File: config.mk
export PLATFORM = sky130hd
export DESIGN_NAME = mmio_uart_tx
export DESIGN_NICKNAME = d
export VERILOG_FILES = /design/src/rtl/mmio_uart_tx.sv
export SDC_FILE = /design/constraint.sdc
export NUM_CORES = 1
export LEC_CHECK = 0
export ABC_AREA = 1
export CORE_MARGIN = 4
export CORE_UTILIZATION = 42
export DETAILED_ROUTE_END_ITERATION = 8
export PLACE_DENSITY = 0.78
export SYNTH_ARGS = -nofsm -noshare
export SYNTH_HDL_FRONTEND = slang
export SYNTH_SLANG_ARGS = --single-unit
File: constraint.sdc
create_clock -name clk_i -period 2.5 [get_ports clk_i]
set_input_delay 0.5 -clock clk_i [delete_from_list [all_inputs] [get_ports clk_i]]
set_output_delay 0.5 -clock clk_i [all_outputs]
set_load 0.01 [all_outputs]
File: src/rtl/mmio_uart_tx.sv
`default_nettype none
// ============================================================================
// Module      : mmio_uart_tx
// Description : Memory-mapped 8N1 UART transmitter for the data port of a
//               single-cycle MIPS core. Decodes a 4-word window at
//               BASE_ADDR, queues bytes in a small TX FIFO and serialises them
//               LSB first on tx_o. Register reads are combinational so the
//               core gets readdata within the same cycle.
//
//               Register map (offset = addr[3:2]):
//                 0 TXDATA (W)  push wdata[7:0], reads 0
//                 1 STATUS (RW) [0] full [1] empty [2] busy [3] overflow
//                               [7:4] count [8] parity build flag;
//                               writing wdata[3]=1 clears overflow
//                 2 CTRL   (RW) [0] enable
//                 3 reserved    reads 0, writes ignored
//
//               Optional feature macro: UART_PARITY_EN adds an even parity
//               bit between the data bits and the stop bit.
//
// Ports       : clk_i      system clock, rising edge
//               rst_ni     asynchronous active-low reset
//               addr_i     data address from the core
//               wdata_i    store data from the core
//               memwrite_i store strobe from the core
//               sel_o      address falls inside the register window
//               rdata_o    combinational register read data
//               tx_o       serial output, idle high
//               irq_o      FIFO empty and transmitter idle
//
// Revision    : 1.0 - initial release
// ============================================================================
module mmio_uart_tx #(
  parameter logic [31:0] BASE_ADDR    = 32'hFFFF_0000,
  parameter int          CLKS_PER_BIT = 16,
  parameter int          FIFO_DEPTH   = 4
) (
  input  logic        clk_i,
  input  logic        rst_ni,
  input  logic [31:0] addr_i,
  input  logic [31:0] wdata_i,
  input  logic        memwrite_i,
  output logic        sel_o,
  output logic [31:0] rdata_o,
  output logic        tx_o,
  output logic        irq_o
);

  localparam int AW = $clog2(FIFO_DEPTH);
  localparam int CW = AW + 1;
  localparam int BW = (CLKS_PER_BIT > 1) ? $clog2(CLKS_PER_BIT) : 1;

  localparam logic [BW-1:0] BAUD_LAST  = BW'(CLKS_PER_BIT - 1);
  localparam logic [CW-1:0] CNT_FULL   = CW'(FIFO_DEPTH);
  localparam logic [1:0]    OFF_TXDATA = 2'd0;
  localparam logic [1:0]    OFF_STATUS = 2'd1;
  localparam logic [1:0]    OFF_CTRL   = 2'd2;

`ifdef UART_PARITY_EN
  localparam logic PAR_FLAG = 1'b1;
`else
  localparam logic PAR_FLAG = 1'b0;
`endif

  typedef enum logic [2:0] {
    S_IDLE   = 3'd0,
    S_START  = 3'd1,
    S_DATA   = 3'd2,
`ifdef UART_PARITY_EN
    S_PARITY = 3'd4,
`endif
    S_STOP   = 3'd3
  } state_e;

  state_e          state_q;
  logic            tx_q;
  logic [7:0]      shift_q;
  logic [BW-1:0]   baud_q;
  logic [2:0]      bit_q;
`ifdef UART_PARITY_EN
  logic            par_q;
`endif

  logic [7:0]      mem_q [FIFO_DEPTH];
  logic [AW-1:0]   wptr_q;
  logic [AW-1:0]   rptr_q;
  logic [CW-1:0]   cnt_q, cnt_d;
  logic            ovf_q, ovf_d;
  logic            enable_q, enable_d;

  logic            w_wr;
  logic [1:0]      w_off;
  logic            w_empty;
  logic            w_full;
  logic            w_baud_end;
  logic            w_pop;
  logic            w_push;
  logic            w_push_ok;
  logic [7:0]      w_head;
  logic            w_busy;
  logic [3:0]      w_cnt4;
  logic            w_unused;

  assign sel_o      = (addr_i[31:4] == BASE_ADDR[31:4]);
  assign w_off      = addr_i[3:2];
  assign w_wr       = memwrite_i & sel_o;
  assign w_empty    = (cnt_q == '0);
  assign w_full     = (cnt_q == CNT_FULL);
  assign w_baud_end = (baud_q == BAUD_LAST);
  assign w_head     = mem_q[rptr_q];
  assign w_busy     = (state_q != S_IDLE);
  assign w_cnt4     = 4'(cnt_q);
  assign w_unused   = ^{addr_i[1:0], wdata_i[31:8]};

  // Popping at the last cycle of STOP (not only in IDLE) keeps queued
  // frames back-to-back with no idle cycle between them.
  assign w_pop = enable_q & ~w_empty &
                 ((state_q == S_IDLE) | ((state_q == S_STOP) & w_baud_end));

  // A push into a full FIFO still succeeds when the head leaves this cycle.
  assign w_push    = w_wr & (w_off == OFF_TXDATA);
  assign w_push_ok = w_push & (~w_full | w_pop);

  assign cnt_d    = cnt_q + CW'(w_push_ok) - CW'(w_pop);
  assign enable_d = (w_wr && w_off == OFF_CTRL) ? wdata_i[0] : enable_q;

  always_comb begin
    ovf_d = ovf_q;
    if (w_push && !w_push_ok) begin
      ovf_d = 1'b1;
    end else if (w_wr && w_off == OFF_STATUS && wdata_i[3]) begin
      ovf_d = 1'b0;
    end
  end

  always_comb begin
    rdata_o = 32'd0;
    if (sel_o) begin
      case (w_off)
        OFF_STATUS: rdata_o = {23'd0, PAR_FLAG, w_cnt4, ovf_q, w_busy, w_empty, w_full};
        OFF_CTRL:   rdata_o = {31'd0, enable_q};
        default:    rdata_o = 32'd0;
      endcase
    end
  end

  assign tx_o  = tx_q;
  assign irq_o = w_empty & ~w_busy;

  // FIFO storage carries no reset; only pointers and count define validity.
  always_ff @(posedge clk_i) begin
    if (w_push_ok) begin
      mem_q[wptr_q] <= wdata_i[7:0];
    end
  end

  always_ff @(posedge clk_i or negedge rst_ni) begin
    if (!rst_ni) begin
      wptr_q   <= '0;
      rptr_q   <= '0;
      cnt_q    <= '0;
      ovf_q    <= 1'b0;
      enable_q <= 1'b0;
    end else begin
      if (w_push_ok) wptr_q <= wptr_q + AW'(1);
      if (w_pop)     rptr_q <= rptr_q + AW'(1);
      cnt_q    <= cnt_d;
      ovf_q    <= ovf_d;
      enable_q <= enable_d;
    end
  end

  always_ff @(posedge clk_i or negedge rst_ni) begin
    if (!rst_ni) begin
      state_q <= S_IDLE;
      tx_q    <= 1'b1;
      shift_q <= 8'd0;
      baud_q  <= '0;
      bit_q   <= 3'd0;
`ifdef UART_PARITY_EN
      par_q   <= 1'b0;
`endif
    end else if (w_pop) begin
      shift_q <= w_head;
`ifdef UART_PARITY_EN
      par_q   <= ^w_head;
`endif
      baud_q  <= '0;
      state_q <= S_START;
      tx_q    <= 1'b0;
    end else begin
      case (state_q)
        S_IDLE: begin
          tx_q <= 1'b1;
        end
        S_START: begin
          if (w_baud_end) begin
            baud_q  <= '0;
            bit_q   <= 3'd0;
            state_q <= S_DATA;
            tx_q    <= shift_q[0];
          end else begin
            baud_q <= baud_q + BW'(1);
          end
        end
        S_DATA: begin
          if (w_baud_end) begin
            baud_q <= '0;
            if (bit_q == 3'd7) begin
`ifdef UART_PARITY_EN
              state_q <= S_PARITY;
              tx_q    <= par_q;
`else
              state_q <= S_STOP;
              tx_q    <= 1'b1;
`endif
            end else begin
              bit_q   <= bit_q + 3'd1;
              shift_q <= shift_q >> 1;
              tx_q    <= shift_q[1];
            end
          end else begin
            baud_q <= baud_q + BW'(1);
          end
        end
`ifdef UART_PARITY_EN
        S_PARITY: begin
          if (w_baud_end) begin
            baud_q  <= '0;
            state_q <= S_STOP;
            tx_q    <= 1'b1;
          end else begin
            baud_q <= baud_q + BW'(1);
          end
        end
`endif
        S_STOP: begin
          if (w_baud_end) begin
            baud_q  <= '0;
            state_q <= S_IDLE;
            tx_q    <= 1'b1;
          end else begin
            baud_q <= baud_q + BW'(1);
          end
        end
        default: begin
          state_q <= S_IDLE;
          tx_q    <= 1'b1;
        end
      endcase
    end
  end

endmodule
`default_nettype wire

==> out/results.tsv, run 1 <==
metric	value	unit
post-dp-hpwl	4480	um
drtIter0Drc	77	
final_nets	493	
die_x	94.2	um
crit_slowest_cell	clkdlybuf4s50_1	
vias_per_cell	4.69	
synth_most_common_cell	nand2_1	
ys.flop_type	edfxtp_1	
finalSetupViolations	0	
hp-class	flip-flop to flip-flop	
fp.dieH	94.2	um
p_per_area	474	nW/um^2
rsz0062_at_grt	no	
synth_cells	330	
ys_warn_count	0	
synthArstFlopShare	0.458	
pin_count	102	
outcome	finished clean	
initial_core_util	0.430	
cp.arrival	1870	ps
overflow	0	
power.leakage	2.03	nW
crit_required	2000	ps
wl_met1	2540	um
root_buffer	clkbuf_8	
path_max_fanout	3	
hold_path_depth	2	
top_layer_used	met4	
numPortBuffers	50	
antenna_found_initial	0	
dr_wl_met3	382	um
die_area	8870	um^2
finalMaxSlewViolations	0	
path_class	primary input to primary output	
rows	31	
fin_total_pwr	0.00193	W
yosysSeqAreaShare	0.525	
tightestPinTransition	543	ps
area_growth	30.4	%
track_usage	0.149	
finalHoldViolCount	0	
cp-start-kind	primary input	
synth_edf_count	32	
cp.depth	7	
path_cells	clkdlybuf4s50_1 > buf_4 > ha_1 > nand2_1 > o21ai_0 > and3_1 > clkdlybuf4s15_1	
fmax	422	MHz
cts.clk_slew.worst_paths	70	ps
via_count	2406	
dr_wl_met2	3280	um
synth_area_leaders	edfxtp_1, dfrtp_1, nand2_1	
grt_max_degree	28	
yosysTopAreaCell	edfxtp_1	
post-route-drc-count	0	
drtAntennaViolNets	0	
synthTopCellsByCount	nand2_1, nor2_1, edfxtp_1, inv_1, buf_4	
coreArea	7250	um^2
finalCriticalPeriod	2370	ps
synth_area	3120	um^2
worst_slack	128	ps
clkSinkCount	59	
place_ws	-422	ps
grt_pass1_vias	2364	
fin_worst_skew	6.05	ps
place.gp.congestion	0.826	
slowest_delay	420	ps
cts-htree-levels	3	
n_antenna_cell	0	
cp_top_family	buffers and inverters	
maxCapViolations	0	
clock_latency	340	ps
drt-total-wl	6320	um
cts.path.max_buffers	2	
maxSlewHeadroom	0.638	
critPathCaptureType	primary output	
cts_tree	done	
ys_ff_latch	59	
reg2regPathDepth	13	
ir_drop	367	uV
grt_pass1_wl	10300	um
synth_cell_types	35	
critical_path_buf_inv_count	3	
synth_top_area_frac	0.308	
drive_above_1_share	0.159	
wl_per_cell	12.3	um
drtPass1Iterations	5	
holdBufCountCts	0	
synth.avg_cell_area	9.45	um^2
cts_made_buffers	9	
timing.final.crit_share	0.949	
timing repair:
| action | CTS | global route |
|---|---|---|
| cloned | 0 | 0 |
| pin swaps | 12 | 21 |
| setup endpoints to repair | 9 | 9 |
| buffers inserted | 3 | 3 |
| gates resized for setup | 26 | 28 |
worst paths after layout:
path / start / to / slack (ps)
setup / recovery: addr_i[2] / rdata_o[0] / 130
hold / removal: shift_q[7] / shift_q[7] / 480
setup reg to reg: state_q[1] / cnt_q[2] / 170
hold reg to reg: shift_q[7] / shift_q[7] / 480
max in group asynchronous: rst_ni / tx_o / 1670
min in group asynchronous: rst_ni / baud_q[0] / 530
cells by family (layout without fill, tap and decap cells):
group,after synthesis,in the layout,share of synthesized area
and+or+nand+nor,145,145,0.205
buffers and inverters,64,124,0.112
xor gates and xnor gates,4,4,0.0112
DFF,59,59,0.525
AOI/OAI and AO/OA,40,40,0.0746
adders and majority gates,17,17,0.0706
other,1,25,0.00120
layout make-up:
class | instances | area (um^2)
timing repair buffer | 75 | 727
fill | 604 | 3180
clock inverter | 7 | 58.8
multi-input combinational | 231 | 1270
sequential | 59 | 1640
clock buffer | 9 | 124
tap | 99 | 124
inverter | 33 | 126
flip-flops by register name, summed over array words and instances (netlist names):
| signal | cells |
|---|---|
| rptr_q | 2 |
| enable_q | 1 |
| tx_o | 1 |
| ovf_q | 1 |
| wptr_q | 2 |
| state_q | 2 |
| mem_q | 32 |
| bit_q | 3 |
| cnt_q | 3 |
| baud_q | 4 |
| shift_q | 8 |
through the flow:
step | hold WS [ps] | std cells | utilization | instance area (um^2) | TNS [ps]
floorplan | 204 | 354 | - | 3210 | 0
global placement | 457 | 491 | 0.517 | 3750 | -2720
detailed placement | 460 | 491 | 0.517 | 3750 | -2990
CTS | 477 | 510 | 0.548 | 3980 | 0
global route | 499 | 513 | 0.561 | 4070 | 0
finish | 480 | 513 | 0.561 | 4070 | 0
where the power goes:
part           internal (W)    switching, W  total [W]
clock              0.000375        0.000418   0.000793
combinational     0.0000568       0.0000529   0.000110
sequential          0.00103  0.000000000763    0.00103
total               0.00146        0.000471    0.00193
per-layer routing:
metal,global-route usage,vias to the layer above
li1,-,1191
met1,0.164,1117
met2,0.264,88
met3,0.0401,10
met4,0.0686,0
met5,0,-
layout by cell type, fill, tap and decap left out, types with 2 or more instances in the layout:
master           instances
nand2_1                 69
nor2_1                  41
edfxtp_1                32
inv_1                   30
dfrtp_1                 26
conb_1                  25
buf_4                   24
o21ai_0                 22
dlymetal6s2s_1          20
nand3_1                 14
ha_1                    14
clkdlybuf4s50_1         14
dlygate4sd2_1           12
clkbuf_8                 9
o22ai_1                  7
nand4_1                  4
a21oi_1                  4
clkdlybuf4s15_1          4
nor2_2                   3
nor2_4                   3
nand2_2                  3
xor2_1                   3
inv_6                    3
inv_2                    2
a21oi_2                  2
nand3b_1                 2
o31ai_1                  2
ha_4                     2
worst min-delay path, delay by kind of cell (launching register included):
family / cells / cell delay, ps
DFF: 1 / 350
and+or+nand+nor: 2 / 110
Power figures use the tool's default switching activity.
==> run 2: changes to the inputs <==
Settings changed: PLACE_DENSITY 0.78 to 0.75.
==> run 2 against run 1 <==
  * Sequential power hardly changed
  * Via count is 0.12% higher
  * Core utilization is 0.74 points lower
  * Total power is 7.1% higher
  * Largest cell class unchanged
==> out/results.tsv, run 2 (same netlist as run 1, synthesis figures left out) <==
metric	value	unit	change
final_nets	493		unchanged
fin_area	4020	um^2	-1.3%
hp-class	flip-flop to flip-flop		
overflow	0		unchanged
finalCriticalPeriod	2450	ps	+81.3 ps
p_per_area	514	nW/um^2	+8.5%
reg2reg_slack	160	ps	about the same
p_int	0.00165	W	+13%
n_antenna_cell	0		unchanged
layout_common_cells	nand2_1, nor2_1, clkdlybuf4s50_1, edfxtp_1, inv_1		
cts-htree-levels	3		unchanged
post-dp-hpwl	4480	um	about the same
vias_per_cell	4.70		+0.12%
rsz0062_at_grt	yes		
switchingPower	0.000417	W	-11%
grt_max_degree	28		unchanged
post-route-drc-count	0		unchanged
fp.dieH	94.2	um	unchanged
drtIter0Drc	109		+42%
grt_pass1_vias	2416		+2.2%
track_usage	0.156		+0.00764
largest_reg_flops	32		unchanged
layout_commonest_cell	nand2_1		
placed_area	3760	um^2	+0.20%
reg2regPathDepth	13		unchanged
drtPass1Iterations	4		-1
maxCapViolations	0		unchanged
wl_per_cell	12.1	um	-1.9%
slowest_delay	460	ps	+40 ps
initial_core_util	0.430		unchanged
holdPathEnd	bit_q[1]		
drtAntennaViolNets	0		unchanged
largest-register	mem_q		
coreArea	7250	um^2	unchanged
area_growth	28.7	%	
fmax	408	MHz	-3.3%
cts.clk_slew.worst_paths	60	ps	about the same
place.gp.congestion	0.806		-2.4%
numPortBuffers	50		unchanged
r2r_start	state_q[0]		
path_cells	clkdlybuf4s50_1 > nand2_1 > nor2_1 > nand3_2 > nor2_4 > buf_6 > nand4_4 > ha_4 > inv_2 > ha_4 > inv_2 > fa_2 > xnor2_2 > xor2_1		
regToRegEndpoint	cnt_q[2]		
fin_worst_skew	5.34	ps	-0.703 ps
critPathCaptureType	flip-flop		
grt_pass1_wl	10700	um	+3.8%
cts_made_buffers	9		unchanged
rows	31		unchanged
swShare	0.202		-0.0422
cts.path.max_buffers	2		unchanged
finalMaxSlewViolations	0		unchanged
root_buffer	clkbuf_8		
clock_power_share	0.447		+0.036
clock_latency	330	ps	about the same
clkSinkCount	59		unchanged
crit_start	addr_i[20]		
crit_required	2710	ps	+710 ps
combPwrFrac	0.056		about the same
worstHoldStart	bit_q[1]		
path_max_fanout	2		-1
p_seq_frac	0.497		-0.035
place_ws	-431	ps	-8.48 ps
die_x	94.2	um	unchanged
cp.arrival	2660	ps	+790 ps
cp-start-kind	primary input		
drive_above_1_share	0.171		+0.0121
ir_drop	339	uV	-7.6%
die_area	8870	um^2	unchanged
via_count	2409		+0.12%
outcome	finished clean		
hold_path_depth	2		unchanged
cts_tree	done		
pin_count	102		unchanged
finalHoldViolCount	0		unchanged
path_class	primary input to flip-flop		
power.leakage	1.84	nW	-9.0%
worst_slack	47.2	ps	-81.3 ps
top_regs	mem_q x32, shift_q x8, baud_q x4		
antenna_found_initial	0		unchanged
timing.final.crit_share	0.981		+0.0325
finalSetupViolations	0		unchanged
drt-total-wl	6200	um	-1.9%
crit_slowest_cell	clkdlybuf4s50_1		
run 2: per-stage QoR:
step / hold WS [ps] / utilization / instances / power (W) / TNS (ps)
after detailed placement: 464 / 0.518 / 492 / 0.00116 / -2950
after floorplan: 204 / - / 354 / 0.00110 / 0
after global placement: 456 / 0.518 / 492 / 0.00116 / -2820
final: 476 / 0.554 / 513 / 0.00207 / 0
after CTS: 480 / 0.554 / 512 / 0.00208 / 0
after global routing: 503 / 0.554 / 513 / 0.00215 / -72.4
run 2: cell type report:
type,instances,area (um^2)
clock buffer,11,131
clock inverter,5,77.6
fill,626,3240
inverter,33,124
multi-input combinational,231,1270
sequential,59,1640
tap,99,124
timing repair buffer,75,649
run 2: worst max-delay path: cells and delay by family:
family                     cells  cell delay, ps
adders and majority gates      3             680
buffers and inverters          4             670
and+or+nand+nor                5             520
xor gates and xnor gates       2             290
run 2: power by group through the flow:
| stage | Sequential, W | Clock, W | Combinational (W) |
|---|---|---|---|
| 4_1_cts | 0.00103 | 0.000943 | 0.000115 |
| 2_1_floorplan | 0.00105 | 0 | 0.0000581 |
| 3_5_place_dp | 0.00105 | 0 | 0.000116 |
| 6_report | 0.00103 | 0.000923 | 0.000115 |
| 3_3_place_gp | 0.00105 | 0 | 0.000114 |
| 5_1_grt | 0.00103 | 0.000993 | 0.000127 |
run 2: repair_timing:
| item | 4_1_cts | 5_1_grt |
|---|---|---|
| endpoints found under the setup margin | 9 | 10 |
| buffers inserted | 4 | 1 |
| hold buffers | 0 | 0 |
| pin swaps | 12 | 6 |
| resized for setup | 25 | 16 |
run 2: metal layers:
metal | GRT usage | vias to the layer above | wire [um]
met3 | 0.0505 | 5 | 383
met1 | 0.177 | 1140 | 2560
li1 | - | 1192 | -
met4 | 0.0602 | 0 | 54
met2 | 0.271 | 72 | 3200
met5 | 0 | - | 0
run 2: worst max path at each step:
stage / end / cells past startpoint
final: cnt_q[2] / 14
after global placement: cnt_q[2] / 15
after floorplan: cnt_q[2] / 14
after global routing: cnt_q[2] / 15
after detailed placement: cnt_q[2] / 15
after CTS: cnt_q[2] / 15
